$ cat src/rtl/uart_tx_fifo.sv
// Buffered UART transmitter: stream input into a circular FIFO, frames sent back-to-back, LSB first.
// Optional parity bit generation is built only when UART_TX_PARITY_EN is defined.
module uart_tx_fifo #(
    parameter int BITS_PER_WORD = 8,
    parameter int FIFO_DEPTH    = 8,
    parameter int DIV_W         = 16
) (
    input  logic                          clk,
    input  logic                          rstn,
    input  logic                          s_valid,
    output logic                          s_ready,
    input  logic [BITS_PER_WORD-1:0]      s_data,
    input  logic [DIV_W-1:0]              clks_per_bit,
    input  logic                          stop2,
    input  logic [1:0]                    parity_mode,
    output logic                          tx,
    output logic                          busy,
    output logic                          tx_done,
    output logic [$clog2(FIFO_DEPTH):0]   fifo_count
);

    localparam int AW  = $clog2(FIFO_DEPTH);
    localparam int CW  = AW + 1;
    localparam int BCW = $clog2(BITS_PER_WORD);

    typedef enum logic [2:0] {
        IDLE,
        START,
        DATA,
`ifdef UART_TX_PARITY_EN
        PARITY,
`endif
        STOP
    } state_e;

    state_e                   state_q, state_d;
    logic [BITS_PER_WORD-1:0] mem_q [FIFO_DEPTH];
    logic [AW-1:0]            wr_ptr_q, wr_ptr_d, rd_ptr_q, rd_ptr_d;
    logic [CW-1:0]            count_q, count_d;
    logic [BITS_PER_WORD-1:0] shift_q, shift_d;
    logic [DIV_W-1:0]         div_q, div_d, baud_q, baud_d;
    logic [BCW-1:0]           bitc_q, bitc_d;
    logic                     stop2_q, stop2_d;
    logic                     tx_q, tx_d;
    logic                     done_q, done_d;
    logic                     push, pop, load, bit_end;
    logic [BITS_PER_WORD-1:0] head;

`ifdef UART_TX_PARITY_EN
    logic par_en_q, par_en_d, par_bit_q, par_bit_d;
`else
    logic unused_parity_mode;
    assign unused_parity_mode = ^parity_mode;
`endif

    assign s_ready    = (count_q != CW'(FIFO_DEPTH));
    assign fifo_count = count_q;
    assign busy       = (state_q != IDLE) || (count_q != '0);
    assign tx         = tx_q;
    assign tx_done    = done_q;
    assign head       = mem_q[rd_ptr_q];

    always_comb begin
        push     = s_valid && s_ready;
        pop      = 1'b0;
        load     = 1'b0;
        state_d  = state_q;
        shift_d  = shift_q;
        div_d    = div_q;
        stop2_d  = stop2_q;
        bitc_d   = bitc_q;
        tx_d     = tx_q;
        done_d   = 1'b0;
        bit_end  = (baud_q == div_q - DIV_W'(1));
        baud_d   = baud_q;
`ifdef UART_TX_PARITY_EN
        par_en_d  = par_en_q;
        par_bit_d = par_bit_q;
`endif
        if (state_q != IDLE) begin
            baud_d = bit_end ? '0 : baud_q + DIV_W'(1);
        end

        case (state_q)
            IDLE: begin
                if (count_q != '0) load = 1'b1;
            end
            START: begin
                if (bit_end) begin
                    state_d = DATA;
                    tx_d    = shift_q[0];
                end
            end
            DATA: begin
                if (bit_end) begin
                    shift_d = shift_q >> 1;
                    if (bitc_q == BCW'(BITS_PER_WORD - 1)) begin
                        bitc_d = '0;
`ifdef UART_TX_PARITY_EN
                        if (par_en_q) begin
                            state_d = PARITY;
                            tx_d    = par_bit_q;
                        end else
`endif
                        begin
                            state_d = STOP;
                            tx_d    = 1'b1;
                        end
                    end else begin
                        bitc_d = bitc_q + BCW'(1);
                        tx_d   = shift_q[1];
                    end
                end
            end
`ifdef UART_TX_PARITY_EN
            PARITY: begin
                if (bit_end) begin
                    state_d = STOP;
                    tx_d    = 1'b1;
                end
            end
`endif
            STOP: begin
                if (bit_end) begin
                    // bitc counts stop bits here: 0 = first, 1 = second
                    if (stop2_q && bitc_q == '0) begin
                        bitc_d = BCW'(1);
                    end else begin
                        done_d = 1'b1;
                        if (count_q != '0) begin
                            load = 1'b1;
                        end else begin
                            state_d = IDLE;
                            tx_d    = 1'b1;
                        end
                    end
                end
            end
            default: begin
                state_d = IDLE;
                tx_d    = 1'b1;
            end
        endcase

        // Frame start: pop head word and freeze runtime settings for the whole frame.
        if (load) begin
            pop     = 1'b1;
            state_d = START;
            tx_d    = 1'b0;
            shift_d = head;
            div_d   = (clks_per_bit == '0) ? DIV_W'(1) : clks_per_bit;
            stop2_d = stop2;
            bitc_d  = '0;
            baud_d  = '0;
`ifdef UART_TX_PARITY_EN
            par_en_d  = (parity_mode == 2'b01) || (parity_mode == 2'b10);
            par_bit_d = (^head) ^ (parity_mode == 2'b10);
`endif
        end

        wr_ptr_d = push ? wr_ptr_q + AW'(1) : wr_ptr_q;
        rd_ptr_d = pop  ? rd_ptr_q + AW'(1) : rd_ptr_q;
        count_d  = count_q + CW'(push) - CW'(pop);
    end

    always_ff @(posedge clk) begin
        if (push) mem_q[wr_ptr_q] <= s_data;
    end

    always_ff @(posedge clk or negedge rstn) begin
        if (!rstn) begin
            state_q  <= IDLE;
            wr_ptr_q <= '0;
            rd_ptr_q <= '0;
            count_q  <= '0;
            shift_q  <= '0;
            div_q    <= DIV_W'(1);
            baud_q   <= '0;
            bitc_q   <= '0;
            stop2_q  <= 1'b0;
            tx_q     <= 1'b1;
            done_q   <= 1'b0;
`ifdef UART_TX_PARITY_EN
            par_en_q  <= 1'b0;
            par_bit_q <= 1'b0;
`endif
        end else begin
            state_q  <= state_d;
            wr_ptr_q <= wr_ptr_d;
            rd_ptr_q <= rd_ptr_d;
            count_q  <= count_d;
            shift_q  <= shift_d;
            div_q    <= div_d;
            baud_q   <= baud_d;
            bitc_q   <= bitc_d;
            stop2_q  <= stop2_d;
            tx_q     <= tx_d;
            done_q   <= done_d;
`ifdef UART_TX_PARITY_EN
            par_en_q  <= par_en_d;
            par_bit_q <= par_bit_d;
`endif
        end
    end

endmodule
$ cat config.mk
export PLATFORM = sky130hd
export DESIGN_NAME = uart_tx_fifo
export DESIGN_NICKNAME = d
export VERILOG_FILES = /design/src/rtl/uart_tx_fifo.sv
export SDC_FILE = /design/constraint.sdc
export NUM_CORES = 1
export LEC_CHECK = 0
export ABC_AREA = 1
export BUFFER_PORTS_ARGS = -buffer_cell sky130_fd_sc_hd__buf_2
export CORE_MARGIN = 1.5
export CORE_UTILIZATION = 50
export DETAILED_ROUTE_END_ITERATION = 12
export PLACE_DENSITY_LB_ADDON = 0.3
export SLEW_MARGIN = 20
export SYNTH_ARGS = -nofsm -noshare
export SYNTH_HDL_FRONTEND = slang
export SYNTH_SLANG_ARGS = --single-unit
$ cat constraint.sdc
create_clock -name clk -period 8 [get_ports clk]
set_input_delay 1.2 -clock clk [delete_from_list [all_inputs] [get_ports clk]]
set_output_delay 1.2 -clock clk [all_outputs]
set_load 0.03 [all_outputs]
==> flow_summary.ini <==
[pwr]
combPwrFrac_pct = 38.6
pwr-share-clk_pct = 26.7
swShare_pct = 41.4
power.density_nw_per_um2 = 410
power_frac_seq_pct = 34.7
peakVddDrop_uv = 241
cellLeakagePower_nw = 2.99
p_sw_mw = 1.17
p_int_mw = 1.66

[cts]
cts_tree = done
cts-resized-gates = 0
cts-htree-levels = 4
post_cts_buffers = 0
clk_latency_ps = 420
cts_buffer_depth = 2
root_buffer = clkbuf_16
clock-sinks = 122
cts_hold_buf = 0
cts_buffers = 17
clkSlewWorstSetupHoldPaths_ps = 60

[timing]
setup_viol = 0
min_period_over_period_pct = 46.8
fin_tns_setup_ps = 0
min_period_ps = 3740
hold_viol = 0
report.final.slew_viol_count = 0
slew-limit-headroom_pct = 26.8
skew_ps = 6.02
worst_slew_pin_slew_ps = 1100
fmax_mhz = 267
rsz0062_at_grt = no

[synthesis]
synth_enable_flop_cells = 64
yosysSeqAreaShare_pct = 55.9
synth_compound_area_share_pct = 9.96
synthFlopType = edfxtp_1
synth_xor_area_share_pct = 3.92
ys_types = 42
ys_seq_elements = 122
syn_inst = 648
synthAdderAreaFrac_pct = 3.85
muxShareOfSynthArea_pct = 0
synth-warning-count = 0
async_reset_ff_share_pct = 47.5
synth_top_family_by_area = simple AND/OR/NAND/NOR gates
syn_avg_cell_area_um2 = 9.32
synth-simple-area-share_pct = 21.1
synth_nets = 696
netlist_area_um2 = 6040

[finish]
seq_area_um2 = 3380
fin_util_pct = 59.4
fillers = 972
final_nets = 734
multi_input_area_um2 = 2350
drive_above_1_share_pct = 13.6
syn2layout_area_growth_pct = 14.3
n_antenna_cell = 0

[critical_path]
path_max_fanout = 37
cp.arrival_ps = 4040
crit_path_start_kind = register
crit_buf_inv = 4
slowest_delay_ps = 580
endpoint_kind = register
crit_path_top_delay_cell = dfstp_2
crit_required_ps = 8290
cp_cell_sequence = inv_2 > ha_1 > nand2_1 > nor2_1 > nand3_1 > nor2_1 > nor2_1 > a21oi_1 > nor2_1 > nand3_2 > nand2_2 > nand2_4 > inv_4 > ha_1 > inv_1 > ha_1 > inv_1 > fa_1 > xnor2_1
critPathLaunch = div_q[0]
critPathTopFamily = simple AND/OR/NAND/NOR gates
path_class = reg2reg
timing.rr.start = div_q[0]
crit_top_cell = nor2_1

[detailed_routing]
first_pass_iters = 5
via_per_inst = 5.40
drt-initial-drc-count = 272
wire_per_inst_um = 15.2
ant_nets = 0
routed_wl_mm = 12.8
route.vias.total = 4547
drc = 0

[outcome]
status = finished, final reports clean

[global_routing]
grt_max_degree = 59
grt_pass1_vias = 4450
grt-ovfl-total = 0
grt.total_usage_pct = 21.6
antenna_found_initial = 0
grt_first_pass_wirelength_mm = 21.1

[floorplan]
ioPinCount = 38
core_area_um2 = 11600
rows = 39
die_h_um = 113
start_util_pct = 52.0
fp.dieW_um = 113
die-area_um2 = 12700

[place]
place_congestion = 0.838
place.port_buffers = 35
dp.final_hpwl_mm = 8.51

[job]
cap_violations = 0

[worst_hold_path]
worstHoldStart = shift_q[7]
hold_class = reg2reg
cells by family after synthesis:
| family | Yosys count |
|---|---|
| AOI/OAI and AO/OA | 102 |
| xor gates and xnor gates | 27 |
| adders and majority gates | 18 |
| buffers and inverters | 77 |
| DFF | 122 |
| and+or+nand+nor | 302 |
worst paths after layout:
| path | depth (start not counted) | to | slack [ps] |
|---|---|---|---|
| worst max-delay path | 19 | fifo_count[2] | 4260 |
| worst min-delay path | 2 | shift_q[7] | 480 |
| worst max register to register | 19 | fifo_count[2] | 4260 |
| worst min register to register | 2 | shift_q[7] | 480 |
| max in group asynchronous | 2 | stop2_q | 6570 |
| min in group asynchronous | 2 | div_q[5] | 930 |
state kept, by name, indices dropped and copies added, names as in the netlist, 2 cells and up:
register / count
div_q: 16
shift_q: 8
baud_q: 16
mem_q: 64
bitc_q: 3
wr_ptr_q: 3
rd_ptr_q: 3
fifo_count: 4
state_q: 2
synth_stat cells (all sizes together) (6+ instances only):
master	n	area share, %
edfxtp	64	32
xor2	17	2.5
ha	17	3.5
buf	6	0.79
o21ai	69	6.3
dfrtp	56	23
nand2	168	11
o22ai	11	1.1
a21oi	11	0.91
o221ai	7	1.0
nand4	6	0.62
nand3	30	2.9
inv	59	3.7
nor2	86	5.7
xnor2	10	1.5
clkbuf	11	0.68
final cells by class:
cell class              instances  area share [%]
well taps                     143            2.59
flip-flops and latches        122            48.9
repair buffers                 36            2.65
clock inverters                15            2.37
inverters                      60            3.30
clock buffers                  17            6.16
multi-input cells             449            34.0
power by group through the flow:
stage,sequential (mW),combinational (mW),clock [mW]
after global routing,1.00,1.25,0.791
final,0.981,1.09,0.755
after CTS,0.980,1.10,0.765
after global placement,0.984,1.04,0
after detailed placement,0.989,1.09,0
after floorplan,0.955,0.867,0
layer usage:
metal  vias to the layer above  global-route usage, %  share of wire, %
li1                       2248                      -                 -
met1                      2168                   26.1                43
met2                       112                   36.6                50
met3                        19                   6.16               5.3
met4                         0                   8.67               1.4
met5                         -                      0                 0
cells in the final DEF, fill, tap and decap left out, types with 5 or more instances in the layout:
cell,synthesis,final
nand4_1,6,6
o21ai_0,60,60
ha_1,17,17
nand3_1,27,27
inv_6,0,5
a21oi_1,11,11
xor2_1,17,17
xnor2_1,10,10
clkbuf_16,0,17
inv_2,5,5
edfxtp_1,64,64
o221ai_1,7,7
nor2_2,5,5
o21ai_2,7,7
buf_2,2,35
dfrtp_1,56,56
inv_1,53,53
nand2_1,165,165
o22ai_1,11,11
nor2_1,80,80
tightest hold or removal path: cells and delay by family, from the launching register on:
kind	cells	cell delay, ps
and+or+nand+nor	2	110
DFF	1	340
through the flow:
| step | instance area [µm²] | instances | worst slack [ps] | power, mW | hold WS, ps |
|---|---|---|---|---|---|
| floorplan | 6040 | 648 | 4910 | 1.82 | 442 |
| detailed placement | 6310 | 810 | 4280 | 2.08 | 466 |
| finish | 6900 | 842 | 4260 | 2.83 | 480 |
| global placement | 6310 | 810 | 4370 | 2.03 | 464 |
| global route | 6900 | 842 | 3940 | 3.04 | 511 |
| CTS | 6900 | 842 | 4270 | 2.84 | 480 |
(Power assumes the default switching activity.)
